$ cat src/rtl/fb_arbiter.sv
// Double-buffered framebuffer arbiter: display reads the front bank, renderer writes the back bank.
// Read data returns 2 cycles after disp_req; writes stall while a read or a pending swap holds the port.
module fb_arbiter #(
    parameter int ADDR_W   = 19,
    parameter int DATA_W   = 4,
    parameter int FB_DEPTH = 384000
) (
    input  logic              clk,
    input  logic              rstn,
    input  logic              disp_req,
    input  logic [ADDR_W-1:0] disp_addr,
    output logic [DATA_W-1:0] disp_data,
    output logic              disp_valid,
    input  logic              wr_valid,
    output logic              wr_ready,
    input  logic [ADDR_W-1:0] wr_addr,
    input  logic [DATA_W-1:0] wr_data,
    input  logic              swap_req,
    output logic              swap_ack,
    input  logic              vblank,
    output logic              front_sel,
    output logic [7:0]        wr_drop_cnt,
    output logic [ADDR_W:0]   ram_addr,
    output logic              ram_we,
    output logic [DATA_W-1:0] ram_wdata,
    input  logic [DATA_W-1:0] ram_rdata
);

    localparam logic [ADDR_W-1:0] DEPTH_L = ADDR_W'(FB_DEPTH);

    typedef enum logic [1:0] {
        S_IDLE    = 2'd0,
        S_PENDING = 2'd1,
        S_SWAP    = 2'd2
    } swap_st_e;

    swap_st_e          state_q, state_d;
    logic              front_sel_q, front_sel_d;
    logic [7:0]        drop_cnt_q, drop_cnt_d;
    logic [ADDR_W:0]   addr_q, addr_d;
    logic              rd_vld_q, rd_vld_d;
    logic              rd_oor_q, rd_oor_d;
    logic              disp_valid_q, disp_valid_d;
    logic [DATA_W-1:0] disp_data_q, disp_data_d;

    logic disp_oor;
    logic wr_oor;

    assign disp_oor = (disp_addr >= DEPTH_L);
    assign wr_oor   = (wr_addr >= DEPTH_L);

    always_comb begin
        state_d      = state_q;
        front_sel_d  = front_sel_q;
        drop_cnt_d   = drop_cnt_q;
        addr_d       = addr_q;
        rd_vld_d     = 1'b0;
        rd_oor_d     = 1'b0;
        wr_ready     = 1'b0;
        ram_we       = 1'b0;
        ram_wdata    = {DATA_W{1'b0}};
        swap_ack     = 1'b0;

        // Reads always win the port; the bank bit rides in the RAM address,
        // so in-flight reads keep their source bank across a swap.
        if (disp_req) begin
            addr_d   = {front_sel_q, (disp_oor ? {ADDR_W{1'b0}} : disp_addr)};
            rd_vld_d = 1'b1;
            rd_oor_d = disp_oor;
        end else if (wr_valid && (state_q != S_PENDING)) begin
            wr_ready = 1'b1;
            if (!wr_oor) begin
                addr_d    = {~front_sel_q, wr_addr};
                ram_we    = 1'b1;
                ram_wdata = wr_data;
            end else if (drop_cnt_q != 8'hFF) begin
                drop_cnt_d = drop_cnt_q + 8'd1;
            end
        end

        disp_valid_d = rd_vld_q;
        disp_data_d  = disp_data_q;
        if (rd_vld_q) begin
            disp_data_d = rd_oor_q ? {DATA_W{1'b1}} : ram_rdata;
        end

        case (state_q)
            S_IDLE: begin
                if (swap_req) begin
                    state_d = S_PENDING;
                end
            end
            S_PENDING: begin
                if (vblank) begin
                    state_d = S_SWAP;
                end
            end
            S_SWAP: begin
                swap_ack    = 1'b1;
                front_sel_d = ~front_sel_q;
                state_d     = S_IDLE;
            end
            default: begin
                state_d = S_IDLE;
            end
        endcase
    end

    always_ff @(posedge clk or negedge rstn) begin
        if (!rstn) begin
            state_q      <= S_IDLE;
            front_sel_q  <= 1'b0;
            drop_cnt_q   <= 8'd0;
            addr_q       <= '0;
            rd_vld_q     <= 1'b0;
            rd_oor_q     <= 1'b0;
            disp_valid_q <= 1'b0;
            disp_data_q  <= '0;
        end else begin
            state_q      <= state_d;
            front_sel_q  <= front_sel_d;
            drop_cnt_q   <= drop_cnt_d;
            addr_q       <= addr_d;
            rd_vld_q     <= rd_vld_d;
            rd_oor_q     <= rd_oor_d;
            disp_valid_q <= disp_valid_d;
            disp_data_q  <= disp_data_d;
        end
    end

    assign ram_addr    = addr_d;
    assign front_sel   = front_sel_q;
    assign wr_drop_cnt = drop_cnt_q;
    assign disp_valid  = disp_valid_q;
    assign disp_data   = disp_data_q;

endmodule

$ cat config.mk
export PLATFORM = sky130hd
export DESIGN_NAME = fb_arbiter
export DESIGN_NICKNAME = d
export VERILOG_FILES = /design/src/rtl/fb_arbiter.sv
export SDC_FILE = /design/constraint.sdc
export NUM_CORES = 1
export LEC_CHECK = 0
export ABC_AREA = 1
export BUFFER_PORTS_ARGS = -buffer_cell sky130_fd_sc_hd__buf_4
export CAP_MARGIN = 30
export CORE_ASPECT_RATIO = 1.4
export CORE_MARGIN = 3
export CORE_UTILIZATION = 44
export DETAILED_ROUTE_END_ITERATION = 6
export GPL_TIMING_DRIVEN = 1
export PLACE_DENSITY_LB_ADDON = 0.2
export SYNTH_ARGS = -nofsm -noshare
export SYNTH_HDL_FRONTEND = slang
export SYNTH_SLANG_ARGS = --single-unit
$ cat constraint.sdc
create_clock -name clk -period 1.4 [get_ports clk]
set_input_delay 0.14 -clock clk [delete_from_list [all_inputs] [get_ports clk]]
set_output_delay 0.14 -clock clk [all_outputs]
set_load 0.03 [all_outputs]
---- After elaboration in Yosys (flattened, before gate mapping) ----
Index checks and enable logic that the tools add are counted.
storage, ports and cells
  register bits after elaboration ......... 38
  bits of input ports ..................... 52
  output and inout port bits .............. 41
  logic and storage cells ................. 42
cells by class
  $add $sub $neg .......................... 1
  $lt $le $gt $ge ......................... 2
  equal/unequal tests ..................... 6
  multiplexer cells ....................... 19
  bitwise logic cells ..................... 2
  reductions and logical operators ........ 4
operators by type and width
  cell                  number
  $mux 20               3
  $ge 19x19->1 const B  2
  $mux 19               1
  $mux 4                4
  $add 8x1->8 const B   1
  $mux 1                8
  $ne 8x8->1 const B    1
  $mux 2                2
  $ne 2x2->1 const B    2
  $pmux 2 s2            1
  $reduce_and 4->1      1
  $eq 2x1->1 const B    1
  $eq 2x2->1 const B    1
  $logic_not 2->1       1
  $ne 2x1->1 const B    1
  $not 1->1             2
  $reduce_and 2->1      1
  $logic_and 1x1->1     1

---- Longest topological paths before layout ----
Gate-level depths: netlist (run 1).
  word-level depth ........................ 4
  gate-level depth with buffers ........... 10
  depth with buffers taken out ............ 9

---- Worst setup path before layout (run 1) ----
OpenSTA, ideal clock, no wires.
  path kind ............................... reg-to-output
  start point ............................. register state_q[0]
  end point ............................... output ram_wdata[0]
  arrival ................................. 1637 ps
  data required time ...................... 1260 ps
  slack ................................... -377 ps
  stages on the path, launching flop included .. 6
  path buffers ............................ 0
  cells stage by stage .................... dfrtp_1 nand2_2 nand2_2 nor2_1 nand3_2 nor2_1
on the way
  word-level cells in the longest chain between the ends .. 4
RTL lines
  element                   RTL line  source
  start: declaration        37        swap_st_e state_q, state_d;
  start signal: assignment  120       state_q <= state_d;
  $ne 2x1->1                70        end else if (wr_valid && (state_q != S_PENDING)) begin
  $logic_and 1x1->1         70
  $mux 4                    70
  $mux 4                    66        if (disp_req) begin
  end: declaration          25        output logic [DATA_W-1:0] ram_wdata,
No other way between the ends.

---- Worst setup path in the final report (run 1) ----
Ends and elaborated chain as after synthesis.

==> results of run 1 <==
[metrics by stage]
| stage | worst slack, ns | total power [mW] | hold slack, ns | TNS, ns |
|---|---|---|---|---|
| 4_1_cts | -0.3176 | 4.156 | 0.03425 | -6.782 |
| 6_report | -0.3156 | 4.367 | 0.03541 | -7.348 |
| 3_3_place_gp | -0.06531 | 3.124 | 0.1427 | -0.5444 |
| 3_5_place_dp | -0.1044 | 3.155 | 0.1446 | -1.396 |
| 5_1_grt | -0.3944 | 4.613 | 0.03630 | -9.732 |
| 2_1_floorplan | -0.02341 | 2.488 | -0.1556 | -0.2107 |
[logic make-up after synthesis]
logic type                 after synthesis
and+or+nand+nor                        169
buffers and inverters                   71
DFF                                     38
AOI/OAI and AO/OA                       27
xor gates and xnor gates                 7
adders and majority gates                1
[state kept, by name, indices dropped and copies added (netlist names)]
signal	flops
addr_q	20
wr_drop_cnt	8
disp_data	4
state_q	2
disp_valid	1
disp_valid_d	1
front_sel	1
rd_oor_q	1
[where the power goes]
part / internal, mW / switching (mW)
clock: 0.346 / 0.397
combinational: 0.981 / 1.22
sequential: 1.29 / 0.128
total: 2.62 / 1.75
[final cells by class]
cell class / instances / area [um2]
well taps: 64 / 80.08
inverters: 56 / 217.7
fillers: 351 / 1166
repair buffers: 128 / 1120
clock buffers: 6 / 72.57
flip-flops and latches: 38 / 953.4
clock inverters: 2 / 10.01
multi-input cells: 205 / 1335
[final timing paths]
path / to / slack, ns / startpoint / cells after the start
worst max-delay path: ram_wdata[0] / -0.32 / state_q[0] / 8
worst max register to register: wr_drop_cnt[4] / 0 / state_q[0] / 9
min in group asynchronous: addr_q[11] / 0.39 / rstn / 2
worst min-delay path: state_q[0] / 0.04 / vblank / 2
worst min register to register: disp_valid / 0.47 / disp_valid_d / 0
max in group asynchronous: wr_drop_cnt[1] / 0.63 / rstn / 2
[synth_stat cells, drive strengths merged]
cell type / count / area share
and3: 1 / 0.0027
nand2: 97 / 0.16
nand3: 32 / 0.071
o21bai: 17 / 0.055
inv: 54 / 0.087
or2: 1 / 0.0027
xor2: 4 / 0.015
nor3: 2 / 0.0092
o21ai: 7 / 0.020
ha: 1 / 0.0054
clkbuf: 3 / 0.0049
nand3b: 2 / 0.0065
a211oi: 1 / 0.0032
nor2: 15 / 0.026
clkinv: 2 / 0.0038
nand4: 19 / 0.051
xnor2: 3 / 0.011
buf: 12 / 0.037
dfrtp: 38 / 0.41
a21oi: 2 / 0.014
[per-layer routing]
layer  share of wire  up-vias  track usage
met2            0.55       76       0.3913
met5               0        -            0
met3           0.060        9      0.04902
li1                -     1225            -
met4           0.015        0      0.04907
met1            0.38     1187       0.2586
[what timing repair did]
action                                 4_1_cts  5_1_grt
pin swaps                                    4       10
cloned                                       2        1
buffers inserted                             5        9
setup endpoints to repair                   33       39
endpoints found under the hold margin       38        0
resized for setup                           53       42
hold buffers                                 1        0
==> impl_metrics.csv, run 1 <==
group,metric,value,unit
run_status,outcome,"complete, but fails checks",
run_status,violations,"setup timing",
pwr,power.leakage,2.057,nW
final_layout,instances_no_fill,499,
floorplan,die_h,91.91,um
logic_synthesis,ys_seq_area_frac,0.4099,
placed_design,gp_congestion,0.8141,
logic_synthesis,synth-compound-area-share,0.09223,
final_layout,drive_above_1_share,0.4989,
setup_path,crit_type,"register to primary output",
setup_path,crit_path_cell_trace,"nand2_4 -> nand2_4 -> buf_4 -> nor2_4 -> nand3_4 -> buf_12 -> nor2_4 -> buf_6",
sta,skew,0.007308,ns
logic_synthesis,synth-simple-area-share,0.3333,
job,drv_cap,0,
final_layout,area_growth,63.32,%
final_layout,nNetsFinal,487,
global_routing,antenna_found_initial,0,
routing,via_per_inst,5.004,
floorplan,start_util,0.4682,
final_layout,n_antenna_cell,0,
setup_path,worst-path-max-fanout,5,
clocking,clk_pin_slew,0.08,ns
sta,grt_setup_unrepaired,"true",
setup_path,cpMaxStageDelayCell,"dfrtp_1",
logic_synthesis,synth_xor_area_frac,0.02643,
final_layout,postLayoutCellArea,3789,um2
routing,first_pass_iters,4,
pwr,p_per_area,1153,nW/um2
setup_path,crit_family,"simple AND/OR/NAND/NOR gates",
routing,drt-initial-drc-count,119,
setup_path,end_kind,"primary output",
sta,drv_slew,0,
final_layout,final_core_util,0.7646,
logic_synthesis,synth_top_family_by_area,"simple AND/OR/NAND/NOR gates",
logic_synthesis,syn_nets,366,
final_layout,layout_common_cells,"90 x buf_4, 57 x nand2_1, 49 x inv_1",
placed_design,dp_hpwl,4728,um
routing,antenna_left,0,
final_layout,final_common_cell,"buf_4",
logic_synthesis,synthAdderAreaFrac,0.005394,
logic_synthesis,ys_warn_count,0,
clocking,h-tree-depth,2,
sta,hold_violations,0,
clocking,clock_latency,0.29,ns
logic_synthesis,netlist-cell-type-count,30,
global_routing,grt_pass1_wl,10700,um
global_routing,overflow,0,
floorplan,die-area,6192,um2
hold_path,hold_path_class,"primary input to register",
placed_design,dp.cells,474,
global_routing,grt_util_all_layers,0.2187,
clocking,cts_sinks,38,
floorplan,std_cell_rows,30,
clocking,cts_max_path_buffers,2,
routing,vias,2497,
sta,worst_pin_slew,0.5089,ns
logic_synthesis,syn_inst,313,
routing,routed_wl,6750,um
setup_path,cp_data_required_time,1.26,ns
setup_path,cp_num_buf_inv,3,
routing,routedWlPerCell,13.53,um
sta,period_share,1.225,
sta,period_needed,1.716,ns
placed_design,numPortBuffers,92,
clocking,cts-root-buf,"clkbuf_8",
global_routing,grt_max_degree,39,
sta,fmax,0.5829,GHz
clocking,numCtsBuffers,5,
sta,finalSetupViolations,26,
sta,fin_ws,-0.3156,ns
floorplan,core,4955,um2
placed_design,placed_cell_area,3234,um2
global_routing,first_global_vias,2379,
floorplan,die_w,67.37,um
routing,route.detailed.drc,0,
logic_synthesis,ys_ff_latch,38,
logic_synthesis,syn_area,2320,um2
setup_path,critPathLaunchType,"register",
sta,slew_headroom,0.6608,
pwr,irDropWorstVdd,0.6403,mV
logic_synthesis,muxShareOfSynthArea,0,
floorplan,ioPinCount,93,
setup_path,max_stage_delay,0.41,ns
clocking,cts_tree,"built",
logic_synthesis,syn_avg_cell_area,7.411,um2
setup_path,crit_arrival,1.58,ns
Power figures use the tool's default switching activity.
==> run 2, diff against run 1 <==
--- a/config.mk
+++ b/config.mk
@@ -14,6 +14,8 @@
 export DETAILED_ROUTE_END_ITERATION = 6
 export GPL_TIMING_DRIVEN = 1
 export PLACE_DENSITY_LB_ADDON = 0.2
+export SKIP_LAST_GASP = 1
 export SYNTH_ARGS = -nofsm -noshare
 export SYNTH_HDL_FRONTEND = slang
 export SYNTH_SLANG_ARGS = --single-unit
+export TNS_END_PERCENT = 5
==> impl_metrics.csv, run 2 (synthesized netlist as in run 1, its figures left out) <==
group,metric,value,unit
final_layout,drive_above_1_share,0.4558,
clocking,clk_pin_slew,0.07,ns
placed_design,preCtsSetupSlack,-0.1039,ns
hold_path,hold_depth,2,
routing,routed_wl,6182,um
floorplan,die_w,67.37,um
setup_path,crit_family,"simple AND/OR/NAND/NOR gates",
sta,fmax,0.5853,GHz
sta,hold_violations,0,
pwr,switching_share,0.3880,
setup_path,cp_data_required_time,1.26,ns
setup_path,cp_num_buf_inv,4,
sta,grt_setup_unrepaired,"true",
pwr,comb_power_share,0.490,
final_layout,instances_no_fill,494,
final_layout,register_area,953.4,um2
setup_path,r2r_setup_slack,-0.30,ns
sta,worst_pin_slew,0.4886,ns
floorplan,ioPinCount,93,
placed_design,gp_congestion,0.8204,
setup_path,crit_arrival,1.57,ns
global_routing,grt_max_degree,39,
setup_path,crit_path_cell_trace,"inv_2 -> nand2_2 -> nand2_4 -> clkinv_4 -> nand3_4 -> buf_8 -> nand2_2 -> nand3_2 -> nand2_1 -> buf_6",
global_routing,first_global_vias,2454,
placed_design,numPortBuffers,92,
routing,routedWlPerCell,12.51,um
hold_path,min-delay-start,"vblank",
global_routing,antenna_found_initial,0,
hold_path,hold_path_class,"primary input to register",
final_layout,final_common_cell,"buf_4",
global_routing,grt_pass1_wl,10290,um
pwr,power.switching,1.657,mW
pwr,finalPower,4.270,mW
final_layout,top_register,"addr_q",
routing,antenna_left,0,
run_status,violations,"setup timing",
global_routing,overflow,0,
floorplan,die-area,6192,um2
sta,hold_slack,0.04063,ns
setup_path,r2r_start,"state_q[1]",
final_layout,nNetsFinal,482,
global_routing,grt_util_all_layers,0.2124,
setup_path,reg2reg_to,"addr_q[5]",
sta,slew_headroom,0.6743,
clocking,cts_max_path_buffers,2,
pwr,pwr-share-clk,0.185,
routing,drt-initial-drc-count,92,
final_layout,largest_reg_flops,20,
run_status,outcome,"complete, but fails checks",
clocking,cts-root-buf,"clkbuf_8",
final_layout,area_growth,55.83,%
setup_path,crit_type,"register to primary output",
setup_path,cpMaxStageDelayCell,"dfrtp_1",
floorplan,std_cell_rows,30,
placed_design,dp_hpwl,4548,um
sta,fin_ws,-0.3086,ns
setup_path,end_kind,"primary output",
clocking,h-tree-depth,2,
final_layout,multi_input_area,1231,um2
clocking,numCtsBuffers,5,
pwr,pwr-share-seq,0.325,
floorplan,die_h,91.91,um
clocking,cts_tree,"built",
floorplan,core,4955,um2
setup_path,max_stage_delay,0.39,ns
sta,period_share,1.220,
sta,finalSetupViolations,34,
sta,skew,0.005102,ns
floorplan,start_util,0.4682,
pwr,p_int,2.613,mW
placed_design,dp.cells,478,
pwr,power.leakage,1.998,nW
clocking,clock_latency,0.29,ns
final_layout,n_fill_cell,423,
setup_path,worst-path-max-fanout,8,
routing,vias,2379,
final_layout,n_antenna_cell,0,
routing,via_per_inst,4.816,
job,drv_cap,0,
pwr,irDropWorstVdd,0.6242,mV
clocking,cts_sinks,38,
sta,drv_slew,0,
final_layout,final_core_util,0.7295,
sta,period_needed,1.709,ns
hold_path,min_to,"state_q[0]",
routing,route.detailed.drc,0,
setup_path,cpMostUsedCell,"nand2_2",
setup_path,critPathLaunchType,"register",
pwr,p_per_area,1181,nW/um2
routing,first_pass_iters,4,
setup_path,rr_worst_depth,13,
final_layout,layout_common_cells,"99 x buf_4, 68 x nand2_1, 51 x inv_1",
[run 2: changes by cell type in the layout (fill, tap and decap cells not counted), moves of 4 or more]
| cell | delta |
|---|---|
| buf_4 | +9 |
| nand2_2 | -9 |
| nand2_1 | +11 |
| nor2_4 | -4 |
| buf_6 | -14 |
[run 2: worst max path at each step]
stage / startpoint / to / cells after the start
2_1_floorplan: state_q[1] / ram_addr[12] / 9
3_3_place_gp: state_q[1] / ram_addr[0] / 10
3_5_place_dp: state_q[1] / ram_addr[0] / 10
4_1_cts: state_q[1] / ram_addr[16] / 10
5_1_grt: state_q[1] / ram_addr[18] / 10
6_report: state_q[1] / ram_addr[1] / 10
[run 2: cell type report]
type	count	area share
multi-input cells	204	0.3406
clock inverters	2	0.003461
inverters	56	0.05954
repair buffers	124	0.2876
well taps	64	0.02215
clock buffers	6	0.02285
flip-flops and latches	38	0.2638
[run 2: metrics by stage]
| stage | cell area, um2 | setup TNS (ns) |
|---|---|---|
| floorplan | 2345 | -1.348 |
| global placement | 3212 | -0.6842 |
| detailed placement | 3212 | -1.701 |
| CTS | 3487 | -7.443 |
| global route | 3615 | -10.10 |
| finish | 3615 | -7.263 |
[run 2: routing by layer]
layer	wire [um]	track usage
met2	3443	0.4011
met4	106	0.06768
met3	315	0.03922
met1	2317	0.2272
met5	0	0
[run 2: what timing repair did]
action / CTS / global route
endpoints found under the hold margin: 38 / 0
setup buffers: 6 / 1
pin swaps: 2 / 5
endpoints found under the setup margin: 34 / 36
resized for setup: 33 / 34
hold buffers: 1 / 0
[run 2: power by group through the flow]
stage | clock, mW | sequential, mW | combinational [mW]
final | 0.790 | 1.39 | 2.09
after global routing | 0.844 | 1.40 | 2.27
after CTS | 0.810 | 1.39 | 1.98
after detailed placement | 0 | 1.41 | 1.78
after global placement | 0 | 1.40 | 1.76
after floorplan | 0 | 1.53 | 0.915
[run 2: worst register-to-register path: cells and delay by family, from the launching register on]
family                 cells  cell delay [ns]
AND/OR/NAND/NOR            6             0.44
flip-flops                 1             0.39
buffers and inverters      7             0.77
==> run 3, diff against run 2 <==
--- a/config.mk
+++ b/config.mk
@@ -8,9 +8,11 @@
 export ABC_AREA = 1
 export BUFFER_PORTS_ARGS = -buffer_cell sky130_fd_sc_hd__buf_4
 export CAP_MARGIN = 30
+export CELL_PAD_IN_SITES_DETAIL_PLACEMENT = 1
+export CELL_PAD_IN_SITES_GLOBAL_PLACEMENT = 1
 export CORE_ASPECT_RATIO = 1.4
 export CORE_MARGIN = 3
-export CORE_UTILIZATION = 44
+export CORE_UTILIZATION = 30
 export DETAILED_ROUTE_END_ITERATION = 6
 export GPL_TIMING_DRIVEN = 1
 export PLACE_DENSITY_LB_ADDON = 0.2
==> impl_metrics.csv, run 3 (synthesized netlist as in run 1, its figures left out) <==
group,metric,value,unit
run_status,outcome,"complete, but fails checks",
run_status,violations,"setup timing",
hold_path,min-delay-start,"vblank",
final_layout,largest_reg_flops,20,
sta,hold_violations,0,
final_layout,final_common_cell,"buf_4",
pwr,power.leakage,2.018,nW
final_layout,area_growth,59.49,%
sta,fin_ws,-0.3941,ns
final_layout,register_area,953.4,um2
clocking,clock_latency,0.30,ns
global_routing,grt_util_all_layers,0.1815,
final_layout,final_core_util,0.4964,
floorplan,die-area,8838,um2
hold_path,hold_path_class,"primary input to register",
pwr,switching_share,0.3744,
sta,period_needed,1.794,ns
setup_path,crit_type,"register to primary output",
floorplan,std_cell_rows,37,
pwr,comb_power_share,0.457,
sta,fmax,0.5574,GHz
setup_path,r2r_start,"state_q[1]",
routing,route.detailed.drc,0,
pwr,p_per_area,1268,nW/um2
placed_design,placed_cell_area,3231,um2
placed_design,numPortBuffers,92,
routing,drt-initial-drc-count,44,
global_routing,first_global_vias,2659,
setup_path,worst-path-max-fanout,5,
routing,vias,2495,
routing,via_per_inst,4.743,
routing,routedWlPerCell,14.49,um
global_routing,grt_pass1_wl,12520,um
clocking,clk_pin_slew,0.08,ns
sta,grt_setup_unrepaired,"true",
clocking,numCtsBuffers,5,
setup_path,cpMaxStageDelayCell,"dfrtp_1",
setup_path,max_stage_delay,0.37,ns
final_layout,n_fill_cell,915,
final_layout,drive_above_1_share,0.4499,
routing,antenna_left,0,
setup_path,cp_data_required_time,1.26,ns
setup_path,end_kind,"primary output",
pwr,p_int,2.934,mW
pwr,power.switching,1.756,mW
pwr,pwr-share-clk,0.247,
sta,skew,0.001781,ns
sta,worst_pin_slew,0.5285,ns
final_layout,n_antenna_cell,0,
placed_design,dp_hpwl,5551,um
setup_path,crit_path_cell_trace,"inv_2 -> nand2_4 -> nand2_4 -> clkinv_4 -> nand3_4 -> buf_6 -> buf_12 -> nand2_4 -> nand3_2 -> nand2_2 -> buf_6",
setup_path,startpoint,"state_q[1]",
final_layout,top_register,"addr_q",
final_layout,layout_common_cells,"94 x buf_4, 68 x nand2_1, 50 x inv_1",
sta,period_share,1.282,
floorplan,ioPinCount,93,
clocking,cts_sinks,38,
job,drv_cap,0,
clocking,cts-root-buf,"clkbuf_8",
routing,first_pass_iters,4,
global_routing,overflow,0,
floorplan,core,7453,um2
setup_path,crit_arrival,1.65,ns
floorplan,die_w,80.32,um
sta,drv_slew,0,
final_layout,nNetsFinal,481,
final_layout,postLayoutCellArea,3700,um2
pwr,irDropWorstVdd,0.5449,mV
global_routing,grt_max_degree,39,
floorplan,die_h,110.0,um
setup_path,cpMostUsedCell,"nand2_4",
clocking,h-tree-depth,2,
floorplan,start_util,0.3112,
placed_design,gp_congestion,0.8513,
pwr,pwr-share-seq,0.296,
clocking,cts_max_path_buffers,2,
sta,finalSetupViolations,35,
routing,routed_wl,7622,um
clocking,cts_tree,"built",
final_layout,multi_input_area,1216,um2
setup_path,critPathLaunchType,"register",
sta,slew_headroom,0.6476,
global_routing,antenna_found_initial,0,
-- run 3: cell types whose count changed in the layout (fill, tap and decap cells not counted), moves of 2 or more --
cell,before,now
nand3_1,17,20
bufinv_16,0,2
buf_6,21,26
nand3_2,14,11
buf_4,99,94
buf_8,2,0
-- run 3: power by group through the flow --
| stage | combinational (mW) | clock [mW] | sequential, mW |
|---|---|---|---|
| 2_1_floorplan | 0.915 | 0 | 1.53 |
| 3_3_place_gp | 1.75 | 0 | 1.40 |
| 3_5_place_dp | 1.80 | 0 | 1.41 |
| 4_1_cts | 2.04 | 1.18 | 1.38 |
| 5_1_grt | 2.33 | 1.22 | 1.41 |
| 6_report | 2.14 | 1.16 | 1.39 |
-- run 3: critical path: cells and delay by family (launching register included) --
| family | cells | cell delay [ns] |
|---|---|---|
| buffers and inverters | 5 | 0.53 |
| flip-flops | 1 | 0.37 |
| AND/OR/NAND/NOR | 6 | 0.45 |
-- run 3: final timing paths --
check	end	slack [ns]	cells after the start
setup / recovery	ram_addr[0]	-0.39	11
hold / removal	state_q[0]	0.03	2
setup reg to reg	addr_q[4]	-0.03	11
hold reg to reg	disp_valid	0.46	0
max in group asynchronous	wr_drop_cnt[0]	0.65	2
min in group asynchronous	disp_data[2]	0.36	2
-- run 3: repair_timing --
item	4_1_cts	5_1_grt
endpoints found under the hold margin	38	0
buffers inserted	4	4
pin swaps	2	7
resized for setup	26	42
endpoints found under the setup margin	39	51
gates cloned	2	0
hold buffers	1	0
-- run 3: area by class of cell --
cell class,instances,share of cell area
clock buffer,5,0.01860
clock inverter,3,0.01860
inverter,56,0.05817
multi-input combinational,204,0.3287
sequential,38,0.2577
tap,97,0.03280
timing repair buffer,123,0.2854
-- run 3: routing by layer --
metal / vias up / GRT usage / routed length, um / part of all wire
li1: 1212 / - / - / -
met1: 1215 / 0.2004 / 2837 / 0.37
met2: 60 / 0.3501 / 4386 / 0.58
met3: 8 / 0.02846 / 292 / 0.038
met4: 0 / 0.05556 / 107 / 0.014
met5: - / 0 / 0 / 0
-- run 3: stage by stage --
step           setup slack [ns]  instances  hold WS [ns]  total power, mW  setup TNS (ns)
2_1_floorplan          -0.05961        313       -0.1556            2.445          -1.348
3_3_place_gp           -0.08426        508        0.1512            3.146          -1.569
3_5_place_dp            -0.1691        508        0.1548            3.203          -3.474
4_1_cts                 -0.4057        523       0.01614            4.603          -10.13
5_1_grt                 -0.4794        526       0.02558            4.969          -12.48
6_report                -0.3941        526       0.03344            4.690          -8.621
